## src/rtl/reset_sequencer.sv

```systemverilog
// rtl/reset_sequencer.sv - lock-filtered multi-domain reset sequencer
// Releases NUM_STAGES reset domains one by one once the clock source is stable.
module reset_sequencer #(
    parameter int NUM_STAGES  = 3,
    parameter int LOCK_CYCLES = 16,
    parameter int INIT_DELAY  = 1048576,
    parameter int STAGE_DELAY = 1024
) (
    input  logic                            iCLK,
    input  logic                            iRST,
    input  logic                            iLOCK,
    input  logic                            iSOFT_RST,
    output logic [NUM_STAGES-1:0]           oRST,
    output logic [$clog2(NUM_STAGES+1)-1:0] oSTAGE,
    output logic                            oDONE
);
    localparam int MAX_LI    = (LOCK_CYCLES > INIT_DELAY) ? LOCK_CYCLES : INIT_DELAY;
    localparam int MAX_DELAY = (MAX_LI > STAGE_DELAY) ? MAX_LI : STAGE_DELAY;
    localparam int CNT_W     = $clog2(MAX_DELAY + 1);
    localparam int STW       = $clog2(NUM_STAGES + 1);

    localparam logic [CNT_W-1:0] CNT_ONE    = CNT_W'(1);
    localparam logic [CNT_W-1:0] LOCK_LAST  = CNT_W'(LOCK_CYCLES - 1);
    localparam logic [CNT_W-1:0] INIT_LAST  = CNT_W'(INIT_DELAY - 1);
    localparam logic [CNT_W-1:0] STEP_LAST  = CNT_W'(STAGE_DELAY - 1);
    localparam logic [STW-1:0]   STAGE_ONE  = STW'(1);
    localparam logic [STW-1:0]   STAGE_FULL = STW'(NUM_STAGES);

    typedef enum logic [1:0] {HOLD, INIT, STEP, RUN} stateT;

    stateT                 state, stateNext;
    logic [CNT_W-1:0]      cnt, cntNext;
    logic [NUM_STAGES-1:0] rstReg, rstNext;
    logic [STW-1:0]        stageReg, stageNext;
    logic                  doneReg, doneNext;

    always_ff @(posedge iCLK) begin
        if (iRST) begin
            state    <= HOLD;
            cnt      <= '0;
            rstReg   <= '1;
            stageReg <= '0;
            doneReg  <= 1'b0;
        end else begin
            state    <= stateNext;
            cnt      <= cntNext;
            rstReg   <= rstNext;
            stageReg <= stageNext;
            doneReg  <= doneNext;
        end
    end

    // Releases shift a zero in from the bottom, keeping oRST thermometer-coded.
    always_comb begin
        stateNext = state;
        cntNext   = cnt;
        rstNext   = rstReg;
        stageNext = stageReg;
        doneNext  = doneReg;
        if (!iLOCK || iSOFT_RST) begin
            stateNext = HOLD;
            cntNext   = '0;
            rstNext   = '1;
            stageNext = '0;
            doneNext  = 1'b0;
        end else begin
            case (state)
                HOLD: begin
                    if (cnt == LOCK_LAST) begin
                        stateNext = INIT;
                        cntNext   = '0;
                    end else begin
                        cntNext = cnt + CNT_ONE;
                    end
                end
                INIT: begin
                    if (cnt == INIT_LAST) begin
                        cntNext   = '0;
                        rstNext   = rstReg << 1;
                        stageNext = stageReg + STAGE_ONE;
                        if (NUM_STAGES == 1) begin
                            stateNext = RUN;
                            doneNext  = 1'b1;
                        end else begin
                            stateNext = STEP;
                        end
                    end else begin
                        cntNext = cnt + CNT_ONE;
                    end
                end
                STEP: begin
                    if (cnt == STEP_LAST) begin
                        cntNext   = '0;
                        rstNext   = rstReg << 1;
                        stageNext = stageReg + STAGE_ONE;
                        if (stageReg + STAGE_ONE == STAGE_FULL) begin
                            stateNext = RUN;
                            doneNext  = 1'b1;
                        end
                    end else begin
                        cntNext = cnt + CNT_ONE;
                    end
                end
                RUN: begin
                    stateNext = RUN;
                end
                default: begin
                    stateNext = HOLD;
                    cntNext   = '0;
                    rstNext   = '1;
                    stageNext = '0;
                    doneNext  = 1'b0;
                end
            endcase
        end
    end

    assign oRST   = rstReg;
    assign oSTAGE = stageReg;
    assign oDONE  = doneReg;

endmodule
```

## config.mk

```make
export PLATFORM = sky130hd
export DESIGN_NAME = reset_sequencer
export DESIGN_NICKNAME = d
export VERILOG_FILES = /design/src/rtl/reset_sequencer.sv
export SDC_FILE = /design/constraint.sdc
export NUM_CORES = 1
export LEC_CHECK = 0
export CAP_MARGIN = 15
export CORE_MARGIN = 5
export CORE_UTILIZATION = 47
export DETAILED_ROUTE_END_ITERATION = 6
export HOLD_SLACK_MARGIN = 0.02
export PLACE_DENSITY = 0.68
export RECOVER_POWER = 25
export SLEW_MARGIN = 20
export SYNTH_ARGS = -nofsm -noshare
export SYNTH_HDL_FRONTEND = slang
export SYNTH_SLANG_ARGS = --single-unit
```

## constraint.sdc

```tcl
create_clock -name iCLK -period 2.2 [get_ports iCLK]
set_clock_uncertainty 0.15 [all_clocks]
set_input_delay 0.44 -clock iCLK [delete_from_list [all_inputs] [get_ports iCLK]]
set_output_delay 0.44 -clock iCLK [all_outputs]
set_load 0.05 [all_outputs]
```

==> impl_results.md <==
- Wire length per cell: 15.7 um
- Slew Viols, Final: 0
- Worst vdd ir: 0.000331 V
- CTS tree: done
- Syn. warnings: 0
- Met2 wire len: 2.26 mm
- Area added between synthesis and finish: 40.0%
- Post-Syn Area: 0.00164 mm^2
- Core ar.: 0.00336 mm^2
- R2r endpoint: cnt[11]$_SDFFE_PP0P_
- Dpl cell area: 0.00207 mm^2
- Worst Hold Path EP: oRST[0]$_SDFFE_PP1P_
- Die ar.: 0.00478 mm^2
- Mean post-synth cell area: 8.35 um^2
- Root Driver: clkbuf_4
- Share of cells above drive strength 1: 33.3%
- Fmax: 0.454 GHz
- Die width: 69.1 um
- Max FO, Critical Path: 4
- Cell count of the worst hold path: 2
- Nets: 256
- Final Hold Violating Endpoints: 0
- Post-synth top area share: 35.3%
- Hold_ws: 322 ps
- Post-synth EDFFs: 0
- Failing checks: setup timing
- Yosys cell types: 47
- Count leader, synth: dfxtp_1
- DR vias: 1705
- DR top layer: met4
- Post-route ant nets: 0
- Critical path startpoint category: flip-flop
- TritonCTS Buffers: 5
- Number of H-tree levels: 2
- Worst-skew pair later-pin latency: 330 ps
- Met1 WL: 2.00 mm
- Fillers: 296
- HP Class: reg -> reg
- Ports: 10
- Most used DFF post-synth: dfxtp_1
- Number of global-route vias before repair: 1668
- CTS sink count: 29
- Setup-failing EPs final: 3
- Crit-path cells: ha_4 > nand3_4 > buf_6 > or3_4 > nor3_4 > a211o_1 > nor2_2 > buf_4 > a22o_1
- CP peak stage delay: 360 ps
- Total track usage: 19.6%
- DRC viols: 0
- # port buffers: 9
- Clock Pin Slew Worst Setup and Hold Paths: 100 ps
- Minimum clock period: 2200 ps
- Final estimated routing congestion in global placement: 0.870
- Largest net degree at the start of global routing: 21
- Top post-synthesis cells by area: dfxtp_1 35%, ha_1 5.3%, nand2_1 4.3%
- Synth Net Count: 208
- Setup tns final: -5.57 ps
- Via/cell ratio: 5.84
- R2r startpoint: cnt[1]$_SDFFE_PP0P_
- Arrival @ worst endpoint: 2290 ps
- Final worst-path cycle share: 100%
- Slowest CP cell: dfxtp_2
- DRT iter0 DRCs: 74
- HPWL Detailed: 3.29 mm
- TritonRoute pass-1 iters: 4
- WL final: 4.59 mm
- Rows: 21
- Die height: 69.1 um
- Ant diodes: 0
- Initial antenna violation count: 0
- Async SR Flop Fraction: 0%
- Final setup margin: -4.79 ps
- Max cap viols: 0
- Critical path class: reg -> reg
- Leakage: 0.899 nW
- Max_slew headroom: 66.1%
- Starting Density: 48.9%
- CP Buf/Inv Count: 2
- CP required: 2280 ps
- Global-route wire length before repair: 7.76 mm
- Outcome: finished with violations
- Overflow after GRT: 0
- Synth top cells by count: 29 x dfxtp_1, 19 x nand2_1, 17 x nor2_1, 12 x nand3_1, 9 x nand4_1
- Sequential cell area fraction in the yosys report: 35.3%
- Met3 routed WL: 275 um
- PwrDens: 452 mW/mm^2
- Pwr Total: 1.04 mW
- Crit-path leading delay family: simple AND/OR/NAND/NOR gates
- RSZ-0062 raised after global routing: true
- Register bit total from synthesis: 29
- Finished Cell Area: 0.00230 mm^2
- Worst Min Path Start: oRST[0]$_SDFFE_PP1P_
- Area leader, netlist: dfxtp_1
- Clk buf depth: 2
- Measured slew at the worst slew-check pin: 507 ps
- Instance count of the mapped netlist: 197
- Flop2flop setup slack: -5 ps
- CP Capture Type: flip-flop
- Worst r2r path cells: 9
## where the power goes
group / internal (mW) / leakage (nW) / switching [mW]
Sequential: 0.526 / 0.236 / 0.000942
Combinational: 0.0247 / 0.617 / 0.0200
Clock: 0.271 / 0.0455 / 0.198
Total: 0.822 / 0.899 / 0.219
## worst max path at each step
stage	from	endpoint	slack, ps	cells past startpoint
floorplan	cnt[1]$_SDFFE_PP0P_	oRST[1]$_SDFFE_PP1P_	4	8
global placement	iLOCK	cnt[14]$_SDFFE_PP0P_	-170	6
detailed placement	iLOCK	cnt[14]$_SDFFE_PP0P_	-210	6
CTS	cnt[12]$_SDFFE_PP0P_	state[0]$_SDFFE_PP0P_	-4	5
global route	cnt[1]$_SDFFE_PP0P_	cnt[7]$_SDFFE_PP0P_	-100	9
finish	cnt[1]$_SDFFE_PP0P_	cnt[11]$_SDFFE_PP0P_	-5	9
## layout make-up
cell class,instances,area (um^2),area share [%]
Tap cell,46,57.6,2.50
Timing Repair Buffer,50,418,18.2
Clock inverter,1,30.0,1.30
Multi-Input combinational cell,152,1130,49.0
Clock buffer,7,55.1,2.39
Sequential cell,29,587,25.5
Inverter,7,26.3,1.14
## cell usage in the layout (no fill, tap or decap), drive strengths merged, types with 2 or more instances in the layout
cell and n:
o31ai 3, or4 4, or3 6, mux2i 3
nand2 19, xnor2 2, ha 7, a21oi 9
clkbuf 7, o41ai 2, o21ai 6, a22o 8
a211o 2, nor4 5, nand4 10, nand3 13
inv 7, dfxtp 29, o2111ai 2, and3 2
nor3 7, nor2 17, a31o 6, nor2b 3
or3b 2, a31oi 2, clkdlybuf4s50 9, buf 41
## through the flow
stage / setup WS (ps) / util (%) / instances
after floorplan: 3.62 / - / 197
after global placement: -170 / 61.6 / 281
after detailed placement: -208 / 61.6 / 281
after CTS: -3.63 / 65.6 / 291
after global routing: -100 / 68.5 / 292
final: -4.79 / 68.5 / 292
## registers in the layout (all words and copies together) (netlist names)
name / flops
state: 2
oDONE: 1
oSTAGE: 2
cnt: 21
oRST: 3
## routing by layer
layer	up-vias	track usage, %
li1	839	-
met1	798	24.1
met2	60	33.9
met3	8	3.49
met4	0	7.16
met5	-	0
## cell families after synthesis
group / Yosys count / synth area share (%)
flops: 29 / 35.3
buf+inv: 16 / 4.26
compound gates: 45 / 20.1
mux: 3 / 1.83
xor+xnor: 3 / 1.60
fa+ha+maj: 7 / 5.33
simple gates: 94 / 31.6
## timing repair
action                     4_1_cts  5_1_grt
pin swaps                        3        7
setup endpoints to repair       14       27
gates resized for setup          8       17
hold buffers                     0        0
buffers inserted                 2        1
## worst reg2reg max path: stages (launching register included)
cell	delay [ps]
dfxtp_2	360
ha_4	150
nand3_4	110
buf_6	140
or3_4	340
nor3_4	220
a211o_1	210
nor2_2	60
buf_4	160
a22o_1	200
(Power assumes the default switching activity.)
